--- src/rtl/cnc_pkg.sv ---
// Shared types and default timing constants for the CNC step/dir path.
// The defaults assume a 50 MHz clk.
package cnc_pkg;

   typedef enum logic [1:0] {
      ST_IDLE  = 2'd0,
      ST_SETUP = 2'd1,
      ST_HIGH  = 2'd2,
      ST_LOW   = 2'd3
   } shaper_state_e;

   // 2 us at 50 MHz
   localparam int unsigned DIR_SETUP_DEF = 100;
   localparam int unsigned STEP_HIGH_DEF = 100;
   localparam int unsigned STEP_LOW_DEF  = 100;

endpackage

--- src/rtl/edge_detect_rise.sv ---
// One-bit registered rising-edge detector.
// The rise output is combinational from d and the registered copy of d.
module edge_detect_rise (
   input  logic clk,
   input  logic reset,
   input  logic d,
   output logic rise
);

   logic sig_q;
   logic sig_d;

   always_comb begin
      sig_d = d;
   end

   always_ff @(posedge clk) begin
      if (reset) begin
         sig_q <= 1'b0;
      end else begin
         sig_q <= sig_d;
      end
   end

   assign rise = d & ~sig_q;

endmodule

--- src/rtl/step_dir_shaper.sv ---
// Turns raw stepgen step/dir into driver-legal pulses, with a one-deep pending
// buffer, a sticky overrun flag and a signed count of the steps actually emitted.
//
// state    | meaning
// ST_IDLE  | waiting; launches the pending entry first, otherwise a new request
// ST_SETUP | dir_out changed, holding step_out low for dir_setup cycles
// ST_HIGH  | step_out high for max(step_high,1) cycles
// ST_LOW   | step_out low for step_low cycles before the next launch
module step_dir_shaper
   import cnc_pkg::*;
#(
   parameter int CNT_W = 16,
   parameter int POS_W = 32
) (
   input  logic             clk,
   input  logic             reset,
   input  logic             en,
   input  logic             step_in,
   input  logic             dir_in,
   input  logic [CNT_W-1:0] dir_setup,
   input  logic [CNT_W-1:0] step_high,
   input  logic [CNT_W-1:0] step_low,
   input  logic             clr_overrun,
   input  logic             pos_clear,
   output logic             step_out,
   output logic             dir_out,
   output logic             busy,
   output logic             overrun,
   output logic [POS_W-1:0] position
);

   localparam logic [CNT_W-1:0] CNT_ONE = CNT_W'(1);
   localparam logic [POS_W-1:0] POS_ONE = POS_W'(1);

   shaper_state_e    state_q, state_d;
   logic [CNT_W-1:0] cnt_q, cnt_d;
   logic             step_q, step_d;
   logic             dir_q, dir_d;
   logic             pend_v_q, pend_v_d;
   logic             pend_dir_q, pend_dir_d;
   logic             ovr_q, ovr_d;
   logic [POS_W-1:0] pos_q, pos_d;

   logic             req;
   logic             src_v;
   logic             src_dir;
   logic             pend_take;
   logic             direct_take;
   logic             rise;
   logic             drop;
   logic [CNT_W-1:0] high_len;

   edge_detect_rise u_step_edge (
      .clk   (clk),
      .reset (reset),
      .d     (step_in),
      .rise  (req)
   );

   assign high_len = (step_high == '0) ? CNT_ONE : step_high;

   always_comb begin
      state_d     = state_q;
      cnt_d       = cnt_q;
      step_d      = step_q;
      dir_d       = dir_q;
      pend_v_d    = pend_v_q;
      pend_dir_d  = pend_dir_q;
      ovr_d       = ovr_q;
      pos_d       = pos_q;
      src_v       = 1'b0;
      src_dir     = dir_q;
      pend_take   = 1'b0;
      direct_take = 1'b0;
      rise        = 1'b0;
      drop        = 1'b0;

      if (!en) begin
         // Abort: requests are ignored, dir_out and position hold.
         state_d  = ST_IDLE;
         step_d   = 1'b0;
         pend_v_d = 1'b0;
      end else begin
         case (state_q)
            ST_IDLE: begin
               if (pend_v_q) begin
                  src_v     = 1'b1;
                  src_dir   = pend_dir_q;
                  pend_take = 1'b1;
               end else if (req) begin
                  src_v       = 1'b1;
                  src_dir     = dir_in;
                  direct_take = 1'b1;
               end
               if (src_v) begin
                  dir_d = src_dir;
                  if ((src_dir != dir_q) && (dir_setup != '0)) begin
                     state_d = ST_SETUP;
                     cnt_d   = dir_setup;
                  end else begin
                     state_d = ST_HIGH;
                     cnt_d   = high_len;
                     step_d  = 1'b1;
                     rise    = 1'b1;
                  end
               end
            end
            ST_SETUP: begin
               if (cnt_q <= CNT_ONE) begin
                  state_d = ST_HIGH;
                  cnt_d   = high_len;
                  step_d  = 1'b1;
                  rise    = 1'b1;
               end else begin
                  cnt_d = cnt_q - CNT_ONE;
               end
            end
            ST_HIGH: begin
               if (cnt_q <= CNT_ONE) begin
                  step_d = 1'b0;
                  if (step_low == '0) begin
                     state_d = ST_IDLE;
                  end else begin
                     state_d = ST_LOW;
                     cnt_d   = step_low;
                  end
               end else begin
                  cnt_d = cnt_q - CNT_ONE;
               end
            end
            ST_LOW: begin
               if (cnt_q <= CNT_ONE) begin
                  state_d = ST_IDLE;
               end else begin
                  cnt_d = cnt_q - CNT_ONE;
               end
            end
            default: begin
               state_d = ST_IDLE;
               step_d  = 1'b0;
            end
         endcase

         // A request freed by the IDLE launch refills the slot instead of dropping.
         if (pend_take) begin
            pend_v_d = 1'b0;
         end
         if (req && !direct_take) begin
            if (!pend_v_q || pend_take) begin
               pend_v_d   = 1'b1;
               pend_dir_d = dir_in;
            end else begin
               drop = 1'b1;
            end
         end

         if (rise) begin
            pos_d = dir_d ? (pos_q + POS_ONE) : (pos_q - POS_ONE);
         end
      end

      if (drop) begin
         ovr_d = 1'b1;
      end else if (clr_overrun) begin
         ovr_d = 1'b0;
      end

      if (pos_clear) begin
         pos_d = '0;
      end
   end

   always_ff @(posedge clk) begin
      if (reset) begin
         state_q    <= ST_IDLE;
         cnt_q      <= '0;
         step_q     <= 1'b0;
         dir_q      <= 1'b0;
         pend_v_q   <= 1'b0;
         pend_dir_q <= 1'b0;
         ovr_q      <= 1'b0;
         pos_q      <= '0;
      end else begin
         state_q    <= state_d;
         cnt_q      <= cnt_d;
         step_q     <= step_d;
         dir_q      <= dir_d;
         pend_v_q   <= pend_v_d;
         pend_dir_q <= pend_dir_d;
         ovr_q      <= ovr_d;
         pos_q      <= pos_d;
      end
   end

   assign step_out = step_q;
   assign dir_out  = dir_q;
   assign busy     = (state_q != ST_IDLE) | pend_v_q;
   assign overrun  = ovr_q;
   assign position = pos_q;

endmodule

--- config.mk ---
export PLATFORM = sky130hd
export DESIGN_NAME = step_dir_shaper
export DESIGN_NICKNAME = d
export VERILOG_FILES = /design/src/rtl/cnc_pkg.sv /design/src/rtl/edge_detect_rise.sv /design/src/rtl/step_dir_shaper.sv
export SDC_FILE = /design/constraint.sdc
export NUM_CORES = 1
export LEC_CHECK = 0
export ABC_AREA = 0
export BUFFER_PORTS_ARGS = -buffer_cell sky130_fd_sc_hd__buf_2
export CAP_MARGIN = 10
export CORE_AREA = 8 8 122 124
export DETAILED_ROUTE_END_ITERATION = 8
export DIE_AREA = 0 0 130 132
export MAX_ROUTING_LAYER = met4
export PLACE_DENSITY = 0.6
export SLEW_MARGIN = 15
export SYNTH_ARGS = -nofsm -noshare
export SYNTH_HDL_FRONTEND = slang
export SYNTH_SLANG_ARGS = --single-unit
--- constraint.sdc ---
create_clock -name clk -period 4.8 [get_ports clk]
set_input_delay 0.24 -clock clk [delete_from_list [all_inputs] [get_ports clk]]
set_output_delay 0.24 -clock clk [all_outputs]
set_load 0.02 [all_outputs]
# Word level (Yosys, flattened, before mapping)
# Index checks and enable logic that the tools add are counted.
[word_totals]
ff_bits = 56
latch_bits = 0
ram_bits = 0
mem_bits_ro = 0
out_inout_bits = 36
memories = 0
[op_classes]
n_addsub = 3
mul = 0
div_mod_pow = 0
order_cmp = 1
eq_ne = 11
shift = 0
mux = 51
bitwise_logic = 4
reduce_logical = 19
[ops]
columns = ["op", "count"]
rows = [
  ["two-way mux 16 bit", 7],
  ["case mux 16 bit (4 select lines)", 1],
  ["two-way mux 1 bit", 33],
  ["adder 32 x 1 -> 32 bit, second input constant", 1],
  ["zero test 16 bit", 2],
  ["two-way mux 32 bit", 1],
  ["subtractor 32 x 1 -> 32 bit, second input constant", 1],
  ["less-or-equal comparator 16 x 1 -> 1 bit, second input constant", 1],
  ["nonzero test 16 bit", 1],
  ["subtractor 16 x 1 -> 16 bit, second input constant", 1],
  ["two-way mux 2 bit", 6],
  ["!= test 2 bit, second input constant", 5],
  ["case mux 2 bit (4 select lines)", 1],
  ["AND reduction 4 bit", 2],
  ["AND reduction 5 bit", 1],
  ["== test 2 bit, second input constant", 2],
  ["nonzero test 2 bit", 2],
  ["OR reduction 2 bit", 2],
  ["!= test 3 bit, second input constant", 1],
  ["case mux 1 bit (3 select lines)", 1],
  ["AND reduction 3 bit", 1],
  ["nonzero test 3 bit", 1],
  ["== test 2 x 1 -> 1 bit, second input constant", 1],
  ["logical AND 1 bit", 2],
  ["other kinds (10)", 12],
]

# Depth between registers and ports, before layout
[logic_depth]
depth_word = 13
depth_mapped = 16
ltp_nobuf = 12

# By module
# From an unflattened synthesis, not the netlist that was laid out.
[hier_totals]
hier_cells = 631
area_unflattened_um2 = 4573.1
[by_module_without_submodules]
columns = ["module", "n_inst", "cells_per_inst", "area_each_um2", "seq_area_each_um2"]
rows = [
  ["step_dir_shaper", 1, 628, 4525.6, 1101.1],
  ["edge_detect_rise", 1, 3, 47.5, 20.0],
]

# Least setup slack after synthesis
# Ideal clock, no wire load.
[synth_timing]
kind = "reg2reg"
from = "register pend_v_q"
to = "register pos_q[30], in the netlist position[30]"
setup_ns = 0.071
t_arrival_ns = 3.547
required_time_ns = 4.729
setup_slack_ns = 1.182
path_stages_with_launch = 17
path_buffers = 4
synth_period_minus_slack_ns = 3.618
path_cell_list = "dfxtp_1 buf_6 and2_4 o21ai_0 clkbuf_1 nand2_1 buf_2 buf_1 xnor2_1 ha_1 nand3_1 nor4_1 a32oi_1 o2bb2ai_1 and3b_1 or3_1 a21oi_1"
[synth_via]
elab_chain_len = 10
word_cells_on_any_way = 17
cone_classes = "eq/ne (1); mux (14); reduce/logical (2)"
[synth_lines]
columns = ["element", "line_no", "source"]
rows = [
  ["start: declaration", "step_dir_shaper.sv:39", "logic pend_v_q, pend_v_d;"],
  ["start signal: assignment", "step_dir_shaper.sv:188", "pend_v_q <= pend_v_d;"],
  ["two-way mux 1 bit", "step_dir_shaper.sv:86", "if (pend_v_q) begin"],
  ["two-way mux 1 bit", "step_dir_shaper.sv:84", "case (state_q)"],
  ["two-way mux 1 bit", "step_dir_shaper.sv:78", "if (!en) begin"],
  ["!= test 1 bit", "step_dir_shaper.sv:97", "if ((src_dir != dir_q) && (dir_setup != '0)) begin"],
  ["logical AND 1 bit", "step_dir_shaper.sv:97", ""],
  ["two-way mux 1 bit", "step_dir_shaper.sv:97", ""],
  ["two-way mux 1 bit", "step_dir_shaper.sv:95", "if (src_v) begin"],
  ["case mux 1 bit (2 select lines)", "step_dir_shaper.sv:84", ""],
  ["two-way mux 1 bit", "step_dir_shaper.sv:78", ""],
  ["AND reduction 2 bit (no line)", "-", ""],
  ["end signal: assignment", "step_dir_shaper.sv:191", "pos_q <= pos_d;"],
  ["end: declaration", "step_dir_shaper.sv:42", "logic [POS_W-1:0] pos_q, pos_d;"],
]
# Parallel ways exist; a longest one is shown, timed or not. The select of a mux whose other input is x is not followed.
# A chain may end at the register's enable or synchronous reset.

# Final worst setup path
[layout_timing]
from = "register state_q[1]"
to = "register pos_q[30], in the netlist position[30]"
[layout_via]
elab_chain_len = 4
word_cells_on_any_way = 8
cone_classes = "eq/ne (1); mux (5); reduce/logical (2)"
[layout_lines]
columns = ["element", "line_no", "source"]
rows = [
  ["start: declaration", "step_dir_shaper.sv:35", "shaper_state_e state_q, state_d;"],
  ["start signal: assignment", "step_dir_shaper.sv:184", "state_q <= state_d;"],
  ["== test 2 x 1 -> 1 bit or zero test 2 bit (tied branches)", "step_dir_shaper.sv:84", ""],
  ["case mux 1 bit (2 select lines) or two-way mux 1 bit (tied branches)", "step_dir_shaper.sv:84", ""],
  ["two-way mux 1 bit", "step_dir_shaper.sv:78", ""],
  ["AND reduction 2 bit (no line) or two-way mux 32 bit (tied branches)", "-", ""],
]
# Parallel ways exist; a longest one is shown, timed or not. The select of a mux whose other input is x is not followed.

==> impl_metrics.csv <==
group,metric,value,unit
outcome,status,"finished clean",
final_layout,areaGrowthSynthToFinish,15.3,%
final_layout,fin_nets,738,
yosys,synthXorXnorAreaFrac,0.0588,
clock_network,cts-buffers-inserted,5,
yosys,yosys-top-cells-area,"dfxtp_1 25%, nor2_1 6.6%, a21oi_1 4.4%",
drt,drc_errors,0,
sta,hold_viol_final,0,
global_routing,antenna_found_initial,0,
clock_network,cts_tree,"done",
yosys,synthesis.nets,679,
yosys,synthAdderAreaFrac,0.00840,
sta,final.setup.tns,0,ps
flow_run,cap_violations,0,
global_routing,grt_pass1_vias,4918,
placed_design,place.gp.congestion,0.962,
sta,finalSetupViolCount,0,
hold_path,hold_path.class,"in2reg",
worst_setup_path,regToRegSetupSlack,780,ps
clock_network,cts_buffer_depth,2,
sta,post-route-period-util,0.836,
clock_network,postCtsHoldBufs,0,
yosys,muxShareOfSynthArea,0.0443,
yosys,yosysSeqAreaShare,0.251,
worst_setup_path,worst-setup-path-type,"reg2reg",
sta,max-slew-margin-rel,0.362,
pwr,cellPowerDensity,274,nW/um^2
sta,rsz0062_at_grt,"no",
die,rows,42,
clock_network,cts.clk_slew.worst_paths,70,ps
yosys,synth.yosys.warnings,0,
clock_network,postCtsSetupRepairBufs,0,
drt,routedWlPerCell,18.3,um
yosys,ys_types,67,
yosys,async_flop_share,0,
final_layout,layout_common_cells,"90 x buf_2, 79 x nor2_1, 56 x dfxtp_1",
sta,worst_pin_slew,952,ps
worst_setup_path,crit_fanout,22,
pwr,irDropWorstVdd,0.123,mV
pwr,p_leak,2.05,nW
clock_network,htreeDepth,2,
drt,first_iter_violations,622,
yosys,synth_edf_count,0,
final_layout,antennaDiodeCount,0,
clock_network,worst_skew_pair.late_latency,320,ps
placed_design,place_inst,849,
yosys,yosys.area.top_type,"dfxtp_1",
final_layout,fin_cells,857,
yosys,synth.top_cell.area_share,0.251,
worst_setup_path,arrival,4250,ps
global_routing,grt_overflow,0,
global_routing,grt_first_pass_wirelength,25600,um
clock_network,cts_resized,0,
yosys,avgSynthCellArea,7.19,um^2
final_layout,drive_above_1_share,0.186,
die,io_pins,91,
worst_setup_path,startpoint_type,"flop",
yosys,synth_flop_cell,"dfxtp_1",
yosys,syn_inst,621,
yosys,synth-seq-cells,56,
drt,ant_nets,0,
placed_design,port_buffers,90,
die,dieArea,17200,um^2
sta,fmax,249,MHz
drt,firstDrtPassIters,5,
worst_setup_path,worstRegToRegCells,13,
yosys,synthSimpleGateAreaFrac,0.359,
yosys,synth-compound-area-share,0.228,
drt,vias,5098,
worst_setup_path,endpoint_kind,"flop",
clock_network,cts-root-buf,"clkbuf_16",
yosys,netlist_area,4470,um^2
drt,drt-total-wl,15700,um
yosys,synth_top_family_by_area,"simple AND/OR/NAND/NOR gates",
final_layout,final_common_cell,"buf_2",
global_routing,grt_max_degree,31,
worst_setup_path,cp.required,5040,ps
sta,min_period,4020,ps
die,fp.coreArea,13000,um^2
clock_network,numClockSinks,56,
placed_design,dp_hpwl,11700,um
die,initial_core_util,0.344,
die,die_w,130,um
drt,viasPerCell,5.95,
global_routing,grt_use_total,0.189,
die,die_h,132,um
sta,slew_violations,0,
sta,fin_worst_skew,11.6,ps
hold_path,whs_path_depth,2,
[final cells by class]
| class | instances | area, um^2 |
|---|---|---|
| Fill cell | 1391 | 7830 |
| Multi-Input combinational cell | 510 | 3120 |
| Sequential cell | 56 | 1120 |
| Timing Repair Buffer | 97 | 503 |
| Tap cell | 176 | 220 |
| Clock buffer | 5 | 125 |
| Inverter | 10 | 37.5 |
| Clock inverter | 3 | 18.8 |
[logic make-up after synthesis]
logic type               Yosys count
adder cells (fa/ha/maj)            3
flip-flops                        56
XOR/XNOR                          30
AO/OA/AOI/OAI                    151
AND/OR/NAND/NOR                  307
multiplexers                      19
buffers and inverters             55
[synth_stat cells (3+ instances only)]
| master | number |
|---|---|
| o21ai_0 | 29 |
| or2_2 | 4 |
| o211ai_1 | 10 |
| inv_1 | 10 |
| a21oi_1 | 39 |
| o221ai_1 | 6 |
| nor2b_1 | 5 |
| a311oi_1 | 9 |
| a211oi_1 | 7 |
| o31ai_1 | 5 |
| mux2_2 | 6 |
| nor3_1 | 30 |
| nor2_1 | 79 |
| xor2_1 | 9 |
| clkbuf_1 | 35 |
| o22ai_1 | 5 |
| a31oi_1 | 6 |
| ha_1 | 3 |
| o21a_1 | 6 |
| nor4_1 | 21 |
| and3_1 | 11 |
| nor3b_1 | 4 |
| nand4_1 | 20 |
| or4_1 | 10 |
| or3_1 | 22 |
| nand2_1 | 51 |
| buf_2 | 5 |
| dfxtp_1 | 56 |
| a2111oi_0 | 4 |
| a32oi_1 | 3 |
| nand2b_1 | 6 |
| xnor2_1 | 21 |
| mux2i_1 | 13 |
| nand3_1 | 24 |
| o2bb2ai_1 | 4 |
| buf_1 | 3 |
[per-stage QoR]
stage / cell area [um^2] / power, mW / hold slack, ps / worst slack, ps / util
after floorplan: 4470 / 0.885 / 336 / 1180 / -
after global routing: 5150 / 1.50 / 178 / 357 / 0.397
after CTS: 5150 / 1.41 / 176 / 841 / 0.397
final: 5150 / 1.41 / 185 / 785 / 0.397
after global placement: 5010 / 1.02 / 454 / 1040 / 0.386
after detailed placement: 5010 / 1.03 / 456 / 909 / 0.386
[final timing paths]
check | startpoint | to
worst max register to register | state_q[1] | position[30]
worst max-delay path | state_q[1] | position[30]
worst min-delay path | step_in | u_step_edge.sig_q
worst min register to register | overrun | overrun
[critical path, stage by stage (launching register included)]
cell and delay [ps]:
dfxtp_1 830, nor2_2 250, o21ai_0 150, buf_4 220, nand2_1 100, xnor2_1 140
ha_1 310, nand3_1 140, nor4_1 610, a32oi_1 210, o2bb2ai_1 280, and3b_1 230
or3_1 340, a21oi_1 120
[per-layer routing]
| metal | up-vias | GRT usage | routed length [um] | part of all wire |
|---|---|---|---|---|
| met5 | - | - | 0 | 0 |
| met2 | 235 | 0.293 | 7080 | 0.45 |
| met1 | 2383 | 0.244 | 7240 | 0.46 |
| met4 | 0 | 0.0542 | 314 | 0.020 |
| li1 | 2452 | - | - | - |
| met3 | 28 | 0.0344 | 1090 | 0.069 |
[flip-flops by register name, indices dropped and copies added, names as in the netlist]
signal             count
position              32
dir_out                1
pend_dir_q             1
pend_v_q               1
step_out               1
state_q                2
u_step_edge.sig_q      1
overrun                1
cnt_q                 16
[power breakdown]
group	leakage, nW	internal [mW]	switching [mW]	total, mW
Clock	0.0736	0.194	0.192	0.386
Combinational	1.52	0.195	0.302	0.497
Sequential	0.456	0.488	0.0420	0.530
Total	2.05	0.877	0.537	1.41
No activity file was read; power rests on OpenSTA's default activity.
